**src/rtl/cu_seq_pkg.sv**
```systemverilog
// cu_seq shared definitions: opcodes, sub-ops, ALU selects, states.
// Optional feature macro: CU_ILLEGAL_TRAP_EN (see cu_seq.sv).
package cu_seq_pkg;

  localparam logic [2:0] cu_lda        = 3'b000;
  localparam logic [2:0] cu_add        = 3'b001;
  localparam logic [2:0] cu_sta        = 3'b010;
  localparam logic [2:0] cu_ban        = 3'b011;
  localparam logic [2:0] cu_jmp        = 3'b100;
  localparam logic [2:0] cu_long_begin = 3'b111;

  localparam logic [4:0] cu_cla  = 5'b00000;
  localparam logic [4:0] cu_com  = 5'b00001;
  localparam logic [4:0] cu_shr  = 5'b00010;
  localparam logic [4:0] cu_csl  = 5'b00011;
  localparam logic [4:0] cu_stop = 5'b00100;

  localparam logic [2:0] ACC_PASS = 3'b000;
  localparam logic [2:0] ACC_ADD  = 3'b001;
  localparam logic [2:0] ACC_CLR  = 3'b010;
  localparam logic [2:0] ACC_NOT  = 3'b011;
  localparam logic [2:0] ACC_SHR  = 3'b100;
  localparam logic [2:0] ACC_CSL  = 3'b101;

  typedef enum logic [2:0] {
    S_IDLE   = 3'd0,
    S_FETCH  = 3'd1,
    S_DECODE = 3'd2,
    S_MEM_RD = 3'd3,
    S_MEM_WR = 3'd4,
    S_HALT   = 3'd5
  } cu_state_t;

  // Encodings with no defined behaviour: two spare opcodes, high sub-ops.
  function automatic logic cu_is_illegal(
    input logic [2:0] op,
    input logic [4:0] sub
  );
    return (op == 3'b101) || (op == 3'b110) ||
           ((op == cu_long_begin) && (sub > cu_stop));
  endfunction

endpackage

```
**src/rtl/cu_seq.sv**
```systemverilog
// cu_seq: accumulator-machine control sequencer (fetch/decode/memory).
// Macro CU_ILLEGAL_TRAP_EN: illegal encodings halt and raise sticky illegal.
module cu_seq
  import cu_seq_pkg::*;
(
  input  logic       clk,
  input  logic       rst_n,
  input  logic       start,
  input  logic [2:0] ir_op,
  input  logic [4:0] ir_sub,
  input  logic       acc_neg,
  input  logic       mem_ack,
  output logic       mem_req,
  output logic       mem_we,
  output logic       addr_sel,
  output logic       ir_load,
  output logic       pc_inc,
  output logic       pc_load,
  output logic       pc_clr,
  output logic       acc_load,
  output logic [2:0] acc_op,
  output logic       busy,
  output logic       halted,
  output logic       illegal
);

  cu_state_t r_state;
  cu_state_t w_next;
  logic      w_trap;

  // Next state and output decode; everything forced low while in reset.
  always_comb begin
    w_next   = r_state;
    w_trap   = 1'b0;
    mem_req  = 1'b0;
    mem_we   = 1'b0;
    addr_sel = 1'b0;
    ir_load  = 1'b0;
    pc_inc   = 1'b0;
    pc_load  = 1'b0;
    pc_clr   = 1'b0;
    acc_load = 1'b0;
    acc_op   = ACC_PASS;
    busy     = 1'b0;
    halted   = 1'b0;
    if (rst_n) begin
      unique case (r_state)
        S_IDLE: begin
          if (start) begin
            pc_clr = 1'b1;
            w_next = S_FETCH;
          end
        end
        S_FETCH: begin
          busy    = 1'b1;
          mem_req = 1'b1;
          if (mem_ack) begin
            ir_load = 1'b1;
            pc_inc  = 1'b1;
            w_next  = S_DECODE;
          end
        end
        S_DECODE: begin
          busy   = 1'b1;
          w_next = S_FETCH;
          case (ir_op)
            cu_lda, cu_add: w_next = S_MEM_RD;
            cu_sta:         w_next = S_MEM_WR;
            cu_jmp:         pc_load = 1'b1;
            cu_ban:         pc_load = acc_neg;
            cu_long_begin: begin
              case (ir_sub)
                cu_cla: begin
                  acc_load = 1'b1;
                  acc_op   = ACC_CLR;
                end
                cu_com: begin
                  acc_load = 1'b1;
                  acc_op   = ACC_NOT;
                end
                cu_shr: begin
                  acc_load = 1'b1;
                  acc_op   = ACC_SHR;
                end
                cu_csl: begin
                  acc_load = 1'b1;
                  acc_op   = ACC_CSL;
                end
                cu_stop: w_next = S_HALT;
                default: w_trap = 1'b1;
              endcase
            end
            default: w_trap = 1'b1;
          endcase
`ifdef CU_ILLEGAL_TRAP_EN
          if (w_trap)
            w_next = S_HALT;
`endif
        end
        S_MEM_RD: begin
          busy     = 1'b1;
          mem_req  = 1'b1;
          addr_sel = 1'b1;
          if (mem_ack) begin
            acc_load = 1'b1;
            acc_op   = (ir_op == cu_add) ? ACC_ADD : ACC_PASS;
            w_next   = S_FETCH;
          end
        end
        S_MEM_WR: begin
          busy     = 1'b1;
          mem_req  = 1'b1;
          mem_we   = 1'b1;
          addr_sel = 1'b1;
          if (mem_ack)
            w_next = S_FETCH;
        end
        S_HALT: begin
          halted = 1'b1;
          if (start) begin
            pc_clr = 1'b1;
            w_next = S_FETCH;
          end
        end
        default: w_next = S_IDLE;
      endcase
    end
  end

  // Sequencer state register.
  always_ff @(posedge clk or negedge rst_n) begin
    if (!rst_n)
      r_state <= S_IDLE;
    else
      r_state <= w_next;
  end

`ifdef CU_ILLEGAL_TRAP_EN
  logic r_illegal;

  // Sticky trap flag; a restart from HALT clears it.
  always_ff @(posedge clk or negedge rst_n) begin
    if (!rst_n)
      r_illegal <= 1'b0;
    else if (pc_clr)
      r_illegal <= 1'b0;
    else if (r_state == S_DECODE &&
             cu_is_illegal(ir_op, ir_sub))
      r_illegal <= 1'b1;
  end

  assign illegal = r_illegal;
`else
  assign illegal = 1'b0;
`endif

endmodule

```
**config.mk**
```make
export PLATFORM = sky130hd
export DESIGN_NAME = cu_seq
export DESIGN_NICKNAME = d
export VERILOG_FILES = /design/src/rtl/cu_seq_pkg.sv /design/src/rtl/cu_seq.sv
export SDC_FILE = /design/constraint.sdc
export NUM_CORES = 1
export LEC_CHECK = 0
export BUFFER_PORTS_ARGS = -buffer_cell sky130_fd_sc_hd__buf_2
export CELL_PAD_IN_SITES_DETAIL_PLACEMENT = 0
export CELL_PAD_IN_SITES_GLOBAL_PLACEMENT = 1
export CORE_MARGIN = 2
export CORE_UTILIZATION = 24
export CTS_CLUSTER_DIAMETER = 120
export DETAILED_ROUTE_END_ITERATION = 16
export PLACE_DENSITY = 0.75
export SLEW_MARGIN = 20
export SYNTH_ARGS = -nofsm -noshare
export SYNTH_HDL_FRONTEND = slang
export SYNTH_SLANG_ARGS = --single-unit
```
**constraint.sdc**
```tcl
create_clock -name clk -period 1.2 [get_ports clk]
set_clock_uncertainty 0.15 [all_clocks]
set_input_delay 0.06 -clock clk [delete_from_list [all_inputs] [get_ports clk]]
set_output_delay 0.06 -clock clk [all_outputs]
set_load 0.02 [all_outputs]
```
; ---- After elaboration in Yosys (flattened, before gate mapping)
; Cells that the tools add are included.
[op_classes]
bitwise = 0
n_mux = 35
div = 0
reduce_logical = 10
mul = 0
addsub = 0
n_shift = 0
n_eq_ne = 17
order_cmp = 0
[ops]
columns = cell, n
row1 = 3-bit one-hot mux with 4 select lines, 2
row2 = 1-bit 2-to-1 mux, 23
row3 = 3-bit 2-to-1 mux, 6
row4 = 3-bit by 2-bit == test with 1-bit output (second input constant), 4
row5 = 3-bit == test (second input constant), 4
row6 = 5-bit by 2-bit == test with 1-bit output (second input constant), 2
row7 = 3-bit one-hot mux with 3 select lines, 1
row8 = 4-bit OR reduction, 2
row9 = 3-bit by 1-bit == test with 1-bit output (second input constant), 2
row10 = 3-bit zero test, 2
row11 = 3-bit one-hot mux with 2 select lines, 1
row12 = 2-bit OR reduction, 3
row13 = 5-bit by 1-bit == test with 1-bit output (second input constant), 1
row14 = 5-bit by 3-bit == test with 1-bit output (second input constant), 1
row15 = 5-bit zero test, 1
row16 = 2-bit by 1-bit inequality test with 1-bit output (second input constant), 2
row17 = 1-bit one-hot mux with 2 select lines, 2
row18 = 4-bit AND reduction, 1
row19 = 3-bit OR reduction, 1
row20 = 2-bit inequality test (second input constant), 1
[totals]
latchBits = 0
mem_bits_ro = 0
mem_bits_rw = 0
word_cells = 63
input_bits = 13
out_inout_bits = 14
mem_count = 0
ff_bits = 3

; ---- Logic depth before layout (Yosys ltp)
; Gate-level depths: netlist of run 1.
[logic_depth]
ltp_word = 6
mapped_depth = 4
ltp_nobuf = 3

; ---- Worst setup path before layout of run 1
; OpenSTA, ideal clock, no wires.
[synth_path]
kind = register to output
startpoint = register r_state[0]
endpoint = output acc_op[1]
n_path_buf = 0
stages_incl_launch_ff = 4
path_slack_ns = -0.301
t_arrival_ns = 1.291
t_required_ns = 0.990
path_cell_list = dfrtp_1 > nand4bb_2 > or4_4 > nor2_2
[synth_via]
elab_chain_cells = 3
word_cells_on_any_way = 4
classes_between = 2 x eq/ne / 2 x mux
[synth_rtl]
columns = item, line_no
row1 = start: declaration, cu_seq.sv:27  ; cu_state_t r_state;
row2 = start signal: assignment, cu_seq.sv:135  ; r_state <= w_next;
row3 = 3-bit by 2-bit == test with 1-bit output, cu_seq.sv:47  ; unique case (r_state)
row4 = 3-bit one-hot mux with 2 select lines *, cu_seq.sv:47
row5 = 3-bit 2-to-1 mux *, cu_seq.sv:46  ; if (rst_n) begin
row6 = end: declaration, cu_seq.sv:21  ; output logic [2:0] acc_op,
; Mark *: on every way between the ends. The rest lies on a longest branch, timed or not.

; ---- Worst setup path after layout of run 1
; Ends and elaborated chain as after synthesis.

==> results of run 1 <==
-- what timing repair did --
action                                  4_1_cts  5_1_grt
hold endpoints to repair                      3        0
buffers inserted                              7        2
gates resized for setup                      23        6
pin swaps                                    11        3
hold buffers                                  1        0
endpoints found under the setup margin       16       16
gates cloned                                  0        0
-- worst register-to-register path: stages, from the launching register on --
cell and delay (ns):
dfrtp_1 0.37, buf_4 0.19, and2b_2 0.25, buf_4 0.14
buf_4 0.12, a221o_1 0.30
-- through the flow --
stage	power, W	util	instance area (sq um)
finish	0.00148	0.553	965
global route	0.00158	0.553	965
global placement	0.000910	0.424	741
floorplan	0.000708	-	523
detailed placement	0.000917	0.424	741
CTS	0.00136	0.524	915
-- power groups by stage --
stage | clock (W) | sequential, W | combinational, W
after floorplan | 0 | 0.000170 | 0.000538
after CTS | 0.000189 | 0.000169 | 0.000999
after detailed placement | 0 | 0.000167 | 0.000750
after global routing | 0.000196 | 0.000174 | 0.00121
after global placement | 0 | 0.000165 | 0.000744
final | 0.000178 | 0.000169 | 0.00113
-- routing by layer --
metal,vias to the layer above,track usage,share of wire
li1,315,-,-
met2,23,0.211,0.49
met3,4,0.0385,0.047
met1,274,0.183,0.44
met5,-,0,0
met4,0,0.0667,0.026
-- cells in the mapped netlist --
cell	count	area [sq um]
o21ai_0	2	10.0
or3b_2	1	8.76
nand4b_2	1	15.0
conb_1	1	3.75
a21oi_1	3	15.0
nand2b_1	1	6.26
a211o_1	1	8.76
and2_1	1	6.26
and2b_1	1	7.51
nand4bb_2	1	16.3
a22oi_1	1	7.51
nor2_1	7	26.3
nor3_1	1	5.00
buf_4	2	15.0
and3_1	2	12.5
mux2_2	1	11.3
mux2i_1	1	10.0
nor4_1	3	18.8
or3b_1	1	8.76
nand4_1	1	6.26
inv_1	1	3.75
a221oi_1	1	8.76
nor2_2	1	6.26
xor2_1	1	8.76
a221o_1	1	10.0
nor4b_1	1	8.76
o2bb2ai_1	1	8.76
nand4bb_1	1	11.3
or4_4	1	11.3
nor2b_1	2	12.5
o31ai_1	1	7.51
nand4b_1	1	8.76
clkbuf_1	1	3.75
nand3_1	1	5.00
dfrtp_1	3	75.1
buf_2	3	15.0
nand2_1	6	22.5
-- worst max path at each step --
| stage | end | slack, ns | cells after the start |
|---|---|---|---|
| 2_1_floorplan | acc_op[1] | -0.25 | 3 |
| 3_3_place_gp | acc_op[1] | -0.31 | 4 |
| 3_5_place_dp | acc_op[1] | -0.33 | 4 |
| 4_1_cts | acc_op[1] | -0.55 | 4 |
| 5_1_grt | acc_op[1] | -0.60 | 4 |
| 6_report | acc_op[1] | -0.53 | 4 |
-- layout make-up --
class | instances | area [sq um]
clock buffer | 4 | 26.3
timing repair buffer | 48 | 358
multi-input combinational | 50 | 470
fill | 168 | 781
tap | 25 | 31.3
inverter | 1 | 3.75
sequential | 3 | 75.1
-- cells by family after synthesis --
| group | Yosys count | share of synthesized area |
|---|---|---|
| other cells | 1 | 0.00840 |
| buf+inv | 7 | 0.0840 |
| simple gates | 35 | 0.501 |
| compound gates | 11 | 0.171 |
| mux | 2 | 0.0476 |
| xor+xnor | 1 | 0.0196 |
| flops | 3 | 0.168 |
==> run_results.csv, run 1 <==
group,metric,value,unit
finish,drive_gt1_frac,0.726,
finish,final_common_cell,"buf_4",
global_route,antenna_found_initial,0,
outcome,status,"finished with violations",
sta,fin_crit_sh,1.44,
routing,wl_per_cell,11.7,um
logic_synthesis,synth_nets,73,
worst_setup_path,reg2reg_depth,5,
routing,drt_pass1_iterations,4,
logic_synthesis,synth_cell_types,37,
power_and_ir_drop,cellPowerDensity,1540,nW/um^2
floorplanning,fp.dieW,47.1,um
routing,drcViolationCount,0,
routing,drt-total-wl,1530,um
routing,drt_iter0_drc,15,
finish,mostFrequentLayoutCells,"buf_4, buf_2, buf_6, nor2_2, nand2_1",
power_and_ir_drop,share_seq_of_total_power,0.114,
logic_synthesis,netlist_instances,60,
global_route,grt-ovfl-total,0,
floorplanning,rows,15,
clock_tree,clk_latency,0.23,ns
finish,largest_register_ffs,3,
sta,setup_viol_count_final,16,
sta,setup_tns,-6.77,ns
clock_tree,clock_tree.root_cell,"clkbuf_4",
finish,nNetsFinal,120,
worst_hold_path,hp-start,"mem_ack",
global_route,grt_pass1_wl,2150,um
sta,clock.fmax,577,MHz
worst_setup_path,reg2reg_to,"r_state[1]",
finish,antenna_cells,0,
power_and_ir_drop,p_sw_frac,0.430,
global_route,grt_pass1_vias,517,
power_and_ir_drop,power.leakage,0.442,nW
power_and_ir_drop,pwr-share-clk,0.120,
worst_setup_path,path_buf_inv,1,
clock_tree,h-tree-depth,1,
routing,dr_total_vias,616,
finish,top_register,"r_state",
power_and_ir_drop,p_comb_frac,0.765,
placed_design,gp_congestion,0.718,
floorplanning,fp.dieArea,2220,sq um
worst_hold_path,hold_path_class,"input pin to flop",
placed_design,pre_cts_slack,-0.333,ns
placed_design,dp.cells,117,
placed_design,hpwl,1020,um
floorplanning,ios,27,
floorplanning,core_area,1750,sq um
routing,ant_nets,0,
global_route,grt_use_total,0.139,
clock_tree,cts_buffer_depth,2,
power_and_ir_drop,max-vdd-ir-drop,1.15,mV
finish,area_growth,116,%
run,drv_cap,0,
worst_setup_path,start_kind,"flop",
worst_setup_path,crit_type,"flop to output pin",
sta,slew_violations,0,
power_and_ir_drop,power.internal,0.000844,W
worst_setup_path,crit_path_start,"r_state[0]",
worst_setup_path,end_kind,"output pin",
logic_synthesis,synth_warnings,0,
clock_tree,clock_sinks,3,
sta,setup_ws,-0.533,ns
logic_synthesis,synth.ff_latch_count,3,
sta,rsz0062_at_grt,"true",
clock_tree,clkTransAtPathRegs,0.03,ns
worst_setup_path,crit_chain,"nand4bb_4 -> or4_4 -> nor2_4 -> buf_6",
power_and_ir_drop,power_switching,0.000637,W
worst_setup_path,r2r-start,"r_state[0]",
worst_setup_path,crit_required,0.99,ns
finish,fin_cells,131,
outcome,violations,"setup timing",
clock_tree,cts_tree,"done",
worst_setup_path,reg2reg_slack,-0.45,ns
worst_setup_path,cp_slowest_cell,"or4_4",
floorplanning,fp.dieH,47.1,um
worst_setup_path,max_stage_delay,0.46,ns
logic_synthesis,ys_seq_area_frac,0.168,
sta,final_hold_viol_count,0,
worst_setup_path,cp_top_family,"simple AND/OR/NAND/NOR gates",
global_route,grt_max_degree,12,
sta,fin_crit,1.73,ns
routing,vias_per_cell,4.70,
logic_synthesis,syn_area,447,sq um
clock_tree,cts_buffers,3,
floorplanning,start_util,0.256,
finish,largestRegisters,"r_state (3)",
worst_setup_path,worst-path-max-fanout,3,
worst_hold_path,hold_path_depth,3,
placed_design,numPortBuffers,25,
sta,hold_slack,0.112,ns
logic_synthesis,synth.avg_cell_area,7.44,sq um
worst_hold_path,holdPathEnd,"r_state[0]",
worst_setup_path,cp.arrival,1.52,ns
Power figures use the tool's default switching activity.
==> run 2: changes to the inputs <==
--- a/config.mk
+++ b/config.mk
@@ -6,13 +6,11 @@
 export NUM_CORES = 1
 export LEC_CHECK = 0
 export BUFFER_PORTS_ARGS = -buffer_cell sky130_fd_sc_hd__buf_2
-export CELL_PAD_IN_SITES_DETAIL_PLACEMENT = 0
-export CELL_PAD_IN_SITES_GLOBAL_PLACEMENT = 1
-export CORE_MARGIN = 2
-export CORE_UTILIZATION = 24
+export CORE_AREA = 2 2 39 41
 export CTS_CLUSTER_DIAMETER = 120
 export DETAILED_ROUTE_END_ITERATION = 16
-export PLACE_DENSITY = 0.75
+export DIE_AREA = 0 0 41 43
+export PLACE_DENSITY = 0.71
 export SLEW_MARGIN = 20
 export SYNTH_ARGS = -nofsm -noshare
 export SYNTH_HDL_FRONTEND = slang
==> run 2 against run 1 <==
  * The flow still finishes with violations (setup timing)
  * First-iteration DRC count shrank 33%
  * Sequential share of layout area shrank 0.19 points
  * Combinational power grew 15%
  * Setup slack lost 0.033 ns
  * Critical path depth grew 3
  * Via count grew 7.3%
  * Critical path type unchanged
==> run_results.csv, run 2 (same netlist as run 1, synthesis figures left out) <==
group,metric,value,unit
sta,setup_viol_count_final,16,
finish,fin_cells,124,
routing,wl_per_cell,14.4,um
clock_tree,clkTransAtPathRegs,0.04,ns
sta,clock.fmax,566,MHz
sta,hold_slack,0.0578,ns
global_route,grt_pass1_vias,613,
worst_hold_path,hold_path_class,"input pin to flop",
floorplanning,ios,27,
power_and_ir_drop,cellPowerDensity,1670,nW/um^2
sta,setup_ws,-0.566,ns
worst_setup_path,critical_path_depth,7,
global_route,antenna_found_initial,0,
finish,antenna_cells,0,
sta,fin_crit_sh,1.47,
floorplanning,rows,14,
clock_tree,cts_buffer_depth,2,
worst_setup_path,crit_required,0.99,ns
sta,final_hold_viol_count,0,
routing,ant_nets,0,
sta,slew_violations,0,
finish,top_register,"r_state",
floorplanning,core_area,1380,sq um
finish,n_fill_cell,113,
worst_setup_path,start_kind,"flop",
finish,largest_register_ffs,3,
finish,nNetsFinal,122,
worst_setup_path,worst_path_most_repeated_cell,"buf_6",
sta,fin_crit,1.77,ns
outcome,status,"finished with violations",
clock_tree,clock_sinks,3,
sta,rsz0062_at_grt,"true",
routing,drt_iter0_drc,10,
floorplanning,fp.dieArea,1760,sq um
routing,drt_pass1_iterations,6,
worst_setup_path,crit_chain,"buf_4 -> buf_6 -> and2b_2 -> buf_6 -> a22oi_2 -> nor2_2 -> buf_6",
placed_design,gp_congestion,0.733,
worst_setup_path,crit_type,"flop to output pin",
placed_design,numPortBuffers,25,
routing,dr_total_vias,661,
clock_tree,cts_tree,"done",
finish,mostFrequentLayoutCells,"buf_6, buf_4, buf_2, nand2_1",
clock_tree,clk_latency,0.23,ns
finish,final_common_cell,"buf_6",
clock_tree,cts_buffers,3,
routing,drcViolationCount,0,
placed_design,dp.cells,107,
worst_setup_path,max_stage_delay,0.38,ns
floorplanning,fp.dieH,43,um
power_and_ir_drop,max-vdd-ir-drop,1.11,mV
routing,vias_per_cell,5.33,
global_route,grt-ovfl-total,0,
routing,drt-total-wl,1780,um
floorplanning,fp.dieW,41,um
worst_hold_path,hold_path_depth,3,
outcome,violations,"setup timing",
worst_setup_path,cp.arrival,1.56,ns
finish,largestRegisters,"r_state (3)",
global_route,grt_use_total,0.209,
floorplanning,start_util,0.323,
run,drv_cap,0,
worst_setup_path,cp_top_family,"buffers and inverters",
worst_setup_path,path_buf_inv,4,
worst_setup_path,cp_slowest_cell,"dfrtp_1",
worst_setup_path,end_kind,"output pin",
placed_design,hpwl,981,um
clock_tree,h-tree-depth,1,
global_route,grt_max_degree,11,
clock_tree,clock_tree.root_cell,"clkbuf_4",
finish,area_growth,121,%
worst_setup_path,reg2reg_depth,6,
worst_setup_path,worst-path-max-fanout,4,
power_and_ir_drop,power.leakage,0.453,nW
finish,drive_gt1_frac,0.704,
global_route,grt_pass1_wl,2580,um
run 2: cell types whose count changed in the layout (fill, tap and decap cells not counted), moves of 2 or more:
cell,change
buf_2,-4
buf_4,-5
buf_6,+11
o21ai_0,-2
run 2: power breakdown:
| part | total (W) | internal, W | switching [W] |
|---|---|---|---|
| registers | 0.000171 | 0.000137 | 0.0000341 |
| clock network | 0.000175 | 0.000125 | 0.0000507 |
| logic | 0.00130 | 0.000714 | 0.000588 |
run 2: area by class of cell:
cell class	count	area [sq um]	share of cell area
clock buffers	4	26.3	0.0266
well taps	16	20.0	0.0203
flip-flops and latches	3	75.1	0.0759
multi-input cells	50	439	0.444
repair buffers	50	424	0.429
inverters	1	3.75	0.00380
run 2: path summary, 6_finish.rpt:
| path | startpoint | end | slack, ns |
|---|---|---|---|
| max in group asynchronous | rst_n | r_state[1] | 0.47 |
| hold / removal | start | r_state[0] | 0.06 |
| setup / recovery | r_state[0] | addr_sel | -0.57 |
| hold reg to reg | r_state[2] | r_state[0] | 0.63 |
| min in group asynchronous | rst_n | r_state[0] | 0.27 |
| setup reg to reg | r_state[0] | r_state[1] | -0.44 |
run 2: worst reg2reg max path: stages, from the launching register on:
cell and delay, ns:
dfrtp_1 0.38, buf_4 0.14, buf_6 0.11, and2b_2 0.23, buf_6 0.13, buf_6 0.10, a221o_1 0.29
run 2: metal layers:
| layer | routed length (um) | up-vias | GRT usage |
|---|---|---|---|
| met4 | 0 | 0 | 0.0333 |
| li1 | - | 315 | - |
| met1 | 755 | 316 | 0.278 |
| met2 | 930 | 30 | 0.350 |
| met3 | 96 | 0 | 0.0262 |
| met5 | 0 | - | 0 |
run 2: metrics by stage:
stage / power (W) / instance area [sq um] / utilization / setup slack [ns] / TNS, ns
2_1_floorplan: 0.000708 / 523 / - / -0.250 / -1.63
3_3_place_gp: 0.000899 / 722 / 0.522 / -0.314 / -2.93
3_5_place_dp: 0.000911 / 722 / 0.522 / -0.328 / -3.12
4_1_cts: 0.00151 / 935 / 0.675 / -0.546 / -6.66
5_1_grt: 0.00173 / 988 / 0.714 / -0.608 / -7.69
6_report: 0.00165 / 988 / 0.714 / -0.566 / -7.16
run 2: what timing repair did:
item / in CTS / in global routing
setup endpoints to repair: 16 / 16
pin swaps: 9 / 3
cloned: 0 / 0
gates resized for setup: 32 / 10
endpoints found under the hold margin: 3 / 0
hold buffers: 1 / 0
buffers inserted: 10 / 2
==> run 3: changes to the inputs <==
--- a/config.mk
+++ b/config.mk
@@ -5,12 +5,12 @@
 export SDC_FILE = /design/constraint.sdc
 export NUM_CORES = 1
 export LEC_CHECK = 0
-export BUFFER_PORTS_ARGS = -buffer_cell sky130_fd_sc_hd__buf_2
 export CORE_AREA = 2 2 39 41
 export CTS_CLUSTER_DIAMETER = 120
 export DETAILED_ROUTE_END_ITERATION = 16
 export DIE_AREA = 0 0 41 43
-export PLACE_DENSITY = 0.71
+export DONT_BUFFER_PORTS = 1
+export PLACE_DENSITY = 0.53
 export SLEW_MARGIN = 20
 export SYNTH_ARGS = -nofsm -noshare
 export SYNTH_HDL_FRONTEND = slang
==> run 3 against run 2 <==
  * The run still ends with setup timing left
  * Clock power about the same
  * Design area down 17%
  * Critical path depth shrank 4
  * Sequential power about the same
  * Setup slack better by 0.11 ns
  * Sequential share of layout area up 1.6 points
  * Utilization shrank 12 points
  * Register-to-register slack improved by 0.13 ns
  * Critical path type unchanged
  * Critical endpoint is now acc_op[1]
  * Highest routed layer unchanged
==> run_results.csv, run 3 (same netlist as run 1, synthesis figures left out) <==
group,metric,value,unit
worst_setup_path,path_buf_inv,0,
worst_setup_path,worst-path-max-fanout,2,
clock_tree,h-tree-depth,1,
finish,multi_input_area,483,sq um
sta,clock.fmax,603,MHz
worst_setup_path,critical_path_depth,3,
run,drv_cap,0,
floorplanning,fp.dieH,43,um
outcome,status,"finished with violations",
sta,hold_slack,0.00317,ns
clock_tree,cts_buffer_depth,2,
global_route,grt_use_total,0.183,
worst_hold_path,hold_path_depth,1,
worst_setup_path,crit_type,"flop to output pin",
placed_design,pre_cts_slack,-0.253,ns
worst_setup_path,crit_chain,"nand4bb_4 -> or4_4 -> nor2_4",
routing,dr_total_vias,559,
finish,area_growth,83.2,%
routing,vias_per_cell,5.76,
placed_design,hpwl,929,um
finish,stdcell_area,818,sq um
clock_tree,clk_latency,0.23,ns
worst_setup_path,cp_slowest_cell,"or4_4",
finish,area.sequential,75.1,sq um
worst_setup_path,start_kind,"flop",
placed_design,gp_congestion,0.794,
power_and_ir_drop,power.leakage,0.319,nW
placed_design,numPortBuffers,0,
finish,largest_register_ffs,3,
worst_setup_path,cp_top_family,"simple AND/OR/NAND/NOR gates",
finish,antenna_cells,0,
floorplanning,core_area,1380,sq um
routing,drt_pass1_iterations,4,
finish,top_register,"r_state",
sta,setup_tns,-5.40,ns
worst_setup_path,end_kind,"output pin",
worst_setup_path,reg2reg_depth,5,
worst_setup_path,crit_required,0.99,ns
power_and_ir_drop,cellPowerDensity,1640,nW/um^2
worst_setup_path,r2r-start,"r_state[0]",
floorplanning,rows,14,
clock_tree,clock_sinks,3,
worst_setup_path,max_stage_delay,0.45,ns
global_route,grt-ovfl-total,0,
sta,fin_crit,1.66,ns
global_route,grt_pass1_vias,551,
sta,setup_ws,-0.458,ns
global_route,grt_pass1_wl,2200,um
global_route,antenna_found_initial,0,
clock_tree,cts_tree,"done",
routing,wl_per_cell,14.8,um
finish,largestRegisters,"r_state (3)",
finish,nNetsFinal,95,
sta,setup_viol_count_final,16,
placed_design,placed_cell_area,589,sq um
outcome,violations,"setup timing",
worst_hold_path,hold_path_class,"input pin to output pin",
clock_tree,clock_tree.root_cell,"clkbuf_4",
routing,ant_nets,0,
routing,drcViolationCount,0,
sta,final_hold_viol_count,0,
power_and_ir_drop,total_power,0.00134,W
floorplanning,ios,27,
clock_tree,cts_buffers,3,
routing,drt_iter0_drc,4,
worst_setup_path,reg2reg_slack,-0.31,ns
sta,fin_crit_sh,1.38,
floorplanning,fp.dieW,41,um
finish,final_common_cell,"buf_4",
worst_setup_path,crit_path_start,"r_state[0]",
worst_setup_path,worstSetupEndpoint,"acc_op[1]",
sta,slew_violations,0,
finish,mostFrequentLayoutCells,"buf_4, dlygate4sd3_1, buf_6, nor2_4, nand2_1",
worst_setup_path,cp.arrival,1.45,ns
finish,n_fill_cell,121,
sta,rsz0062_at_grt,"true",
finish,drive_gt1_frac,0.556,
floorplanning,fp.dieArea,1760,sq um
power_and_ir_drop,max-vdd-ir-drop,1.05,mV
clock_tree,clkTransAtPathRegs,0.03,ns
worst_setup_path,reg2reg_to,"r_state[2]",
global_route,grt_max_degree,8,
routing,drt-total-wl,1430,um
floorplanning,start_util,0.323,
[run 3: changes by cell type in the layout (fill, tap and decap cells not counted), moves of 2 or more]
cell,before,now
buf_6,21,6
nor2_4,3,5
buf_4,15,11
nor2_2,3,1
a21oi_2,2,0
buf_2,13,0
dlygate4sd3_1,1,6
[run 3: worst min path at each step]
stage,endpoint,slack [ns],from
after floorplan,r_state[0],-0.39,rst_n
after global placement,r_state[1],-0.39,rst_n
after detailed placement,r_state[1],-0.39,rst_n
after CTS,r_state[2],0.001,ir_op[1]
after global routing,acc_op[1],0.006,ir_sub[1]
final,acc_op[1],0.003,ir_sub[1]
[run 3: area by class of cell]
class	count	area share
Tap cell	16	0.0245
Sequential cell	3	0.0917
Inverter	1	0.00459
Timing Repair Buffer	23	0.257
Clock buffer	4	0.0321
Multi-Input combinational cell	50	0.590
[run 3: worst reg2reg max path: cells and delay by family, from the launching register on]
| family | cells | cell delay (ns) |
|---|---|---|
| AOI/OAI and AO/OA | 1 | 0.15 |
| DFF | 1 | 0.37 |
| buffers and inverters | 2 | 0.30 |
| and+or+nand+nor | 2 | 0.48 |
[run 3: repair_timing]
action | in CTS | in global routing
setup endpoints to repair | 16 | 16
gates resized for setup | 19 | 1
hold buffers | 6 | 0
pin swaps | 11 | 2
endpoints found under the hold margin | 6 | 0
setup buffers | 5 | 1
[run 3: layer usage]
layer  wire (um)  vias up  GRT usage
met3         104        0     0.0262
met1         552      271      0.195
li1            -      262          -
met2         776       26      0.328
met4           0        0     0.0800
met5           0        -          0
[run 3: through the flow]
step | util | instances
floorplan | - | 60
global placement | 0.426 | 81
detailed placement | 0.426 | 81
CTS | 0.586 | 96
global route | 0.591 | 97
finish | 0.591 | 97
[run 3: power by group]
group | internal (W) | switching, W
Sequential | 0.000137 | 0.0000320
Clock | 0.000124 | 0.0000496
Combinational | 0.000496 | 0.000502
